### src/rtl/window_comparator.sv
// Registered window comparator: classifies samples against a low/high window and
// reports a hysteresis- and debounce-filtered zone with change events.
module window_comparator #(
    parameter int unsigned N      = 8,
    parameter int unsigned SIGNED = 0,
    parameter int unsigned DEB    = 3
) (
    input  logic         clk,
    input  logic         rst_n,
    input  logic         in_valid,
    input  logic [N-1:0] sample,
    input  logic [N-1:0] thr_lo,
    input  logic [N-1:0] thr_hi,
    input  logic [N-1:0] hyst,
    output logic         out_valid,
    output logic         is_above,
    output logic         is_below,
    output logic         is_inside,
    output logic [1:0]   zone,
    output logic         zone_chg,
    output logic         cfg_err
);

    // Two guard bits keep threshold +/- hyst exact before saturation.
    localparam int unsigned W  = N + 2;
    localparam int unsigned CW = $clog2(DEB + 1);

    typedef logic signed [W-1:0] wide_t;

    typedef enum logic [1:0] {
        ZONE_INSIDE = 2'b00,
        ZONE_BELOW  = 2'b01,
        ZONE_ABOVE  = 2'b10
    } zone_e;

    localparam wide_t TYPE_MAX = (SIGNED != 0) ? wide_t'({3'b000, {(N-1){1'b1}}})
                                               : wide_t'({2'b00, {N{1'b1}}});
    localparam wide_t TYPE_MIN = (SIGNED != 0) ? wide_t'({3'b111, {(N-1){1'b0}}})
                                               : wide_t'(0);

    // Map an N-bit value into the common signed compare domain.
    function automatic wide_t ext(input logic [N-1:0] v);
        if (SIGNED != 0) begin
            return wide_t'({{2{v[N-1]}}, v});
        end else begin
            return wide_t'({2'b00, v});
        end
    endfunction

    logic          out_valid_q, out_valid_d;
    logic          is_above_q, is_above_d;
    logic          is_below_q, is_below_d;
    logic          is_inside_q, is_inside_d;
    logic          zone_chg_q, zone_chg_d;
    logic          cfg_err_q, cfg_err_d;
    zone_e         zone_q, zone_d;
    zone_e         pend_q, pend_d;
    logic [CW-1:0] cnt_q, cnt_d;

    wide_t         s_w, lo_w, hi_w;
    wide_t         hi_raw, lo_raw, hi_exit, lo_exit;
    logic          above_c, below_c;
    zone_e         cand_c;
    logic [CW-1:0] cnt_n;

    // Compare domain, saturated exit thresholds and candidate zone.
    always_comb begin
        s_w     = ext(sample);
        lo_w    = ext(thr_lo);
        hi_w    = ext(thr_hi);
        hi_raw  = hi_w - wide_t'({2'b00, hyst});
        lo_raw  = lo_w + wide_t'({2'b00, hyst});
        hi_exit = (hi_raw < TYPE_MIN) ? TYPE_MIN : hi_raw;
        lo_exit = (lo_raw > TYPE_MAX) ? TYPE_MAX : lo_raw;
        above_c = (s_w > hi_w);
        below_c = (s_w < lo_w);
        cand_c  = zone_q;
        case (zone_q)
            ZONE_INSIDE: begin
                if (above_c)      cand_c = ZONE_ABOVE;
                else if (below_c) cand_c = ZONE_BELOW;
                else              cand_c = ZONE_INSIDE;
            end
            ZONE_ABOVE: begin
                if (below_c)              cand_c = ZONE_BELOW;
                else if (s_w < hi_exit)   cand_c = ZONE_INSIDE;
                else                      cand_c = ZONE_ABOVE;
            end
            ZONE_BELOW: begin
                if (above_c)              cand_c = ZONE_ABOVE;
                else if (s_w > lo_exit)   cand_c = ZONE_INSIDE;
                else                      cand_c = ZONE_BELOW;
            end
            default: cand_c = ZONE_INSIDE;
        endcase
    end

    // Next-state: raw flags, config check and debounce.
    always_comb begin
        out_valid_d = in_valid;
        is_above_d  = is_above_q;
        is_below_d  = is_below_q;
        is_inside_d = is_inside_q;
        zone_chg_d  = 1'b0;
        cfg_err_d   = (lo_w > hi_w);
        zone_d      = zone_q;
        pend_d      = pend_q;
        cnt_d       = cnt_q;
        cnt_n       = cnt_q;

        if (in_valid) begin
            is_above_d  = above_c;
            is_below_d  = ~above_c & below_c;
            is_inside_d = ~above_c & ~below_c;
        end

        if (cfg_err_q) begin
            cnt_d = '0;
        end else if (in_valid) begin
            if (cand_c == zone_q) begin
                cnt_n = '0;
            end else if (cand_c == pend_q) begin
                cnt_n = cnt_q + CW'(1);
            end else begin
                pend_d = cand_c;
                cnt_n  = CW'(1);
            end
            if (cnt_n == CW'(DEB)) begin
                zone_d     = pend_d;
                cnt_d      = '0;
                zone_chg_d = 1'b1;
            end else begin
                cnt_d = cnt_n;
            end
        end
    end

    always_ff @(posedge clk or negedge rst_n) begin
        if (!rst_n) begin
            out_valid_q <= 1'b0;
            is_above_q  <= 1'b0;
            is_below_q  <= 1'b0;
            is_inside_q <= 1'b0;
            zone_chg_q  <= 1'b0;
            cfg_err_q   <= 1'b0;
            zone_q      <= ZONE_INSIDE;
            pend_q      <= ZONE_INSIDE;
            cnt_q       <= '0;
        end else begin
            out_valid_q <= out_valid_d;
            is_above_q  <= is_above_d;
            is_below_q  <= is_below_d;
            is_inside_q <= is_inside_d;
            zone_chg_q  <= zone_chg_d;
            cfg_err_q   <= cfg_err_d;
            zone_q      <= zone_d;
            pend_q      <= pend_d;
            cnt_q       <= cnt_d;
        end
    end

    assign out_valid = out_valid_q;
    assign is_above  = is_above_q;
    assign is_below  = is_below_q;
    assign is_inside = is_inside_q;
    assign zone      = zone_q;
    assign zone_chg  = zone_chg_q;
    assign cfg_err   = cfg_err_q;

endmodule
### config.mk
export PLATFORM = sky130hd
export DESIGN_NAME = window_comparator
export DESIGN_NICKNAME = d
export VERILOG_FILES = /design/src/rtl/window_comparator.sv
export SDC_FILE = /design/constraint.sdc
export NUM_CORES = 1
export LEC_CHECK = 0
export CAP_MARGIN = 20
export CORE_MARGIN = 3
export CORE_UTILIZATION = 57
export CTS_CLUSTER_DIAMETER = 150
export DETAILED_ROUTE_END_ITERATION = 12
export PLACE_DENSITY = 0.95
export SETUP_SLACK_MARGIN = 0.05
export SLEW_MARGIN = 25
export SYNTH_ARGS = -nofsm -noshare
export SYNTH_HDL_FRONTEND = slang
export SYNTH_SLANG_ARGS = --single-unit
### constraint.sdc
create_clock -name clk -period 5.9 [get_ports clk]
set_clock_uncertainty 0.2 [all_clocks]
set_input_delay 1.18 -clock clk [delete_from_list [all_inputs] [get_ports clk]]
set_output_delay 1.18 -clock clk [all_outputs]
set_load 0.02 [all_outputs]
==> run metrics <==
outcome finished, final reports clean; worst hold endpoint cnt_q[1]$_DFFE_PN0P_; cell area after layout around 0.0028 sq mm; Remaining DRCs 0; YS warnings 0; unrepaired setup endpoints after global routing false; launching point of the worst reg2reg path zone[1]$_DFFE_PN0P_; worst reg2reg endpoint zone[0]$_DFFE_PN0P_; Worst slew margin around 60%; post-synth top area share 30.6%; Root Buffer clkbuf_8; H-Tree Depth 1; first drt pass iteration count 4; Flop pwr share between 20% and 30%; Final Max Slew Viols 0; FP Rows 21; Pint about 300 uW; ranking of synthesized cells by area ha_1, dfrtp_1, inv_1, a21oi_1, nor2_1; Routed Antenna Nets 0; hold_sp cnt_q[1]$_DFFE_PN0P_; WS Path Type in -> reg; IO Count 43; 1st-iter DRT viols approximately 150; LEAKAGE 0.00136 uW; reg-to-reg slack, setup 3.32 ns; count leader, synth ha_1; GR Util All Layers 25.8%; global-route wire length before repair 9230 um; synth-to-layout area growth 25.6%; chip height between 60 and 70 um; Commonest cells post-synth ha_1, inv_1, nor2_1; WP buf/inv 3; CP delay by family, top simple AND/OR/NAND/NOR gates; number of synthesized register bits 12; Sw Pwr 200 uW; post-synthesis sequential area ratio roughly 14%; CP Capture Type register; clock share of power 17.5%; Net Sw Frac 40.0%; worst-path fanout max 7; fin cells around 360; final setup violation count 0; max cap viols 0; CTS Buffer Depth 2; Initial Util a little over three fifths; CTS sink count 12; post-CTS setup buffer count 0; Clock Latency Late Sink roughly 0.24 ns; initial antenna violation count 0; Worst-path clk slew 0.05 ns; mapped cell area 0.00221 sq mm; HPWL after DPL a little under 5000 um; GPL Wtd Cong 0.874; combinational fraction of design power between 50% and 60%; Cells after DPL 359; Core ar. between 0.003 and 0.004 sq mm; pin count of the biggest net entering global routing 13; grt ovf 0; dpl ws -0.101 ns; Vias/cell between 5 and 6; Netlist cell types 52; DP Area 0.00267 sq mm; Total Nets Final ~410; vias in the first global route ~2100; wire per inst between 15 and 20 um; hold path depth 2; Peak supply drop slightly above 0.00008 V; CTS tree done; layout cells sized above 1 between 7 and 8%; CP startpoint kind input port; Final Hold Viols 0; f_max ~180 MHz; critical path, cell by cell clkdlybuf4s50_1, inv_1, ha_1, inv_1, fa_1, a21oi_2, nor2_1, o21ai_2, a21oi_1, or2_4, and4_1, a31oi_1, ha_1, nand4_1, nor2_1, nor4bb_4, a211oi_2, or2_1, a211o_1, nor4b_4, mux2_1; Top FF cell, synth dfrtp_1; CP max-delay cell clkdlybuf4s50_1; critical path arrival 5.53 ns; CTS Buf Count 3; Pwr Total 500 uW; cell count along the critical path 21; ANT cells 0; pwr dens 180 mW/mm^2; Synth Instances between 200 and 300; slack of the critical path 0.288 ns; synthesized area per cell around 8 sq um; Worst Tran Pin Value 0.598 ns; net count after synthesis between 300 and 400; number of flops mapped to enable cells by yosys 0; FF-to-FF path depth 6; Max stage delay on crit path 0.47 ns; via count 2155; Buffers on Ports 42; async set or reset register ratio after synthesis 100%; CP required 5.81 ns; post-layout minimum cycle time roughly 5.6 ns; chip width slightly below 70 um; full die area between 0.004 and 0.005 sq mm; crit share post-route 95.1%; Hold Crit Class reg -> reg; Layout fillers around 240; Post-Route WL 5820 um; biggest area consumer among synthesized cells ha_1
-- worst register-to-register path, stage by stage (launching register included) --
cell and delay (ns):
dfrtp_1 0.47, a2111oi_0 0.59, or2_2 0.27, a22o_1 0.15
a211o_1 0.13, nor4b_4 0.27, mux2_1 0.36
-- state kept, by name, indices dropped and copies added (netlist names) --
signal,cells
cfg_err,1
is_below,1
zone,2
is_inside,1
out_valid,1
is_above,1
cnt_q,2
zone_chg,1
pend_q,2
-- power groups by stage --
| stage | logic [uW] | clock network [uW] | registers [uW] |
|---|---|---|---|
| floorplan | 185 | 0 | 121 |
| global placement | 270 | 0 | 117 |
| detailed placement | 280 | 0 | 118 |
| CTS | 283 | 88.6 | 117 |
| global route | 326 | 93.5 | 119 |
| finish | 295 | 87.3 | 117 |
-- metrics by stage --
stage	setup TNS, ns	utilization [%]	hold slack [ns]
floorplan	0	-	0.253
global placement	0	75.9	0.275
detailed placement	-0.186	75.9	0.291
CTS	0	77.5	0.303
global route	0	78.7	0.316
finish	0	78.7	0.296
-- timing repair --
item / 4_1_cts / 5_1_grt
endpoints found under the setup margin: 0 / 2
resized for setup: 0 / 11
hold buffers: 0 / 0
-- kinds of logic (layout without fill, tap and decap cells) --
| logic type | after synthesis | count (layout) | share of synthesized area, % |
|---|---|---|---|
| AO/OA/AOI/OAI | 62 | 62 | 18.9 |
| XOR/XNOR | 8 | 8 | 3.18 |
| adder cells (fa/ha/maj) | 56 | 56 | 32.4 |
| buffers and inverters | 37 | 81 | 6.47 |
| flip-flops | 12 | 12 | 13.6 |
| multiplexers | 6 | 6 | 3.06 |
| AND/OR/NAND/NOR | 92 | 92 | 22.3 |
-- how the worst max path moves through the flow --
stage	slack, ns	start	to
floorplan	0.94	thr_hi[0]	zone[0]$_DFFE_PN0P_
finish	0.29	thr_hi[0]	zone[0]$_DFFE_PN0P_
detailed placement	-0.10	thr_hi[0]	zone[0]$_DFFE_PN0P_
global route	0.07	thr_hi[0]	zone[0]$_DFFE_PN0P_
global placement	0.02	thr_hi[0]	zone[0]$_DFFE_PN0P_
CTS	0.13	thr_hi[0]	zone[0]$_DFFE_PN0P_
-- cells in the final DEF, fill, tap and decap left out, drive strengths merged, types with 3 or more instances in the layout --
| cell type | count |
|---|---|
| a211oi | 3 |
| o21ai | 8 |
| inv | 35 |
| a211o | 3 |
| dfrtp | 12 |
| o21bai | 3 |
| nor2b | 7 |
| nand3 | 11 |
| nand4 | 5 |
| nand2 | 18 |
| nor2 | 24 |
| mux2 | 6 |
| or2 | 5 |
| clkbuf | 4 |
| o21a | 3 |
| xnor2 | 6 |
| clkdlybuf4s50 | 42 |
| a21oi | 20 |
| nor4 | 3 |
| a21o | 7 |
| nor3 | 3 |
| ha | 54 |
| nand2b | 3 |
-- per-layer routing --
metal	share of wire [%]	routed length, um	track usage [%]
met2	54	3130	50.1
met3	3.2	185	3.28
met1	42	2420	30.1
met4	1.4	82	4.22
met5	0	0	0
-- area by class of cell --
type                            instances  area (sq um)  share of cell area [%]
Multi-Input combinational cell        224          1810                    65.2
Clock buffer                            4          55.1                    1.99
Timing Repair Buffer                   42           420                    15.2
Inverter                               35           131                    4.74
Sequential cell                        12           300                    10.8
Tap cell                               46          57.6                    2.08
Power figures use the tool's default switching activity.
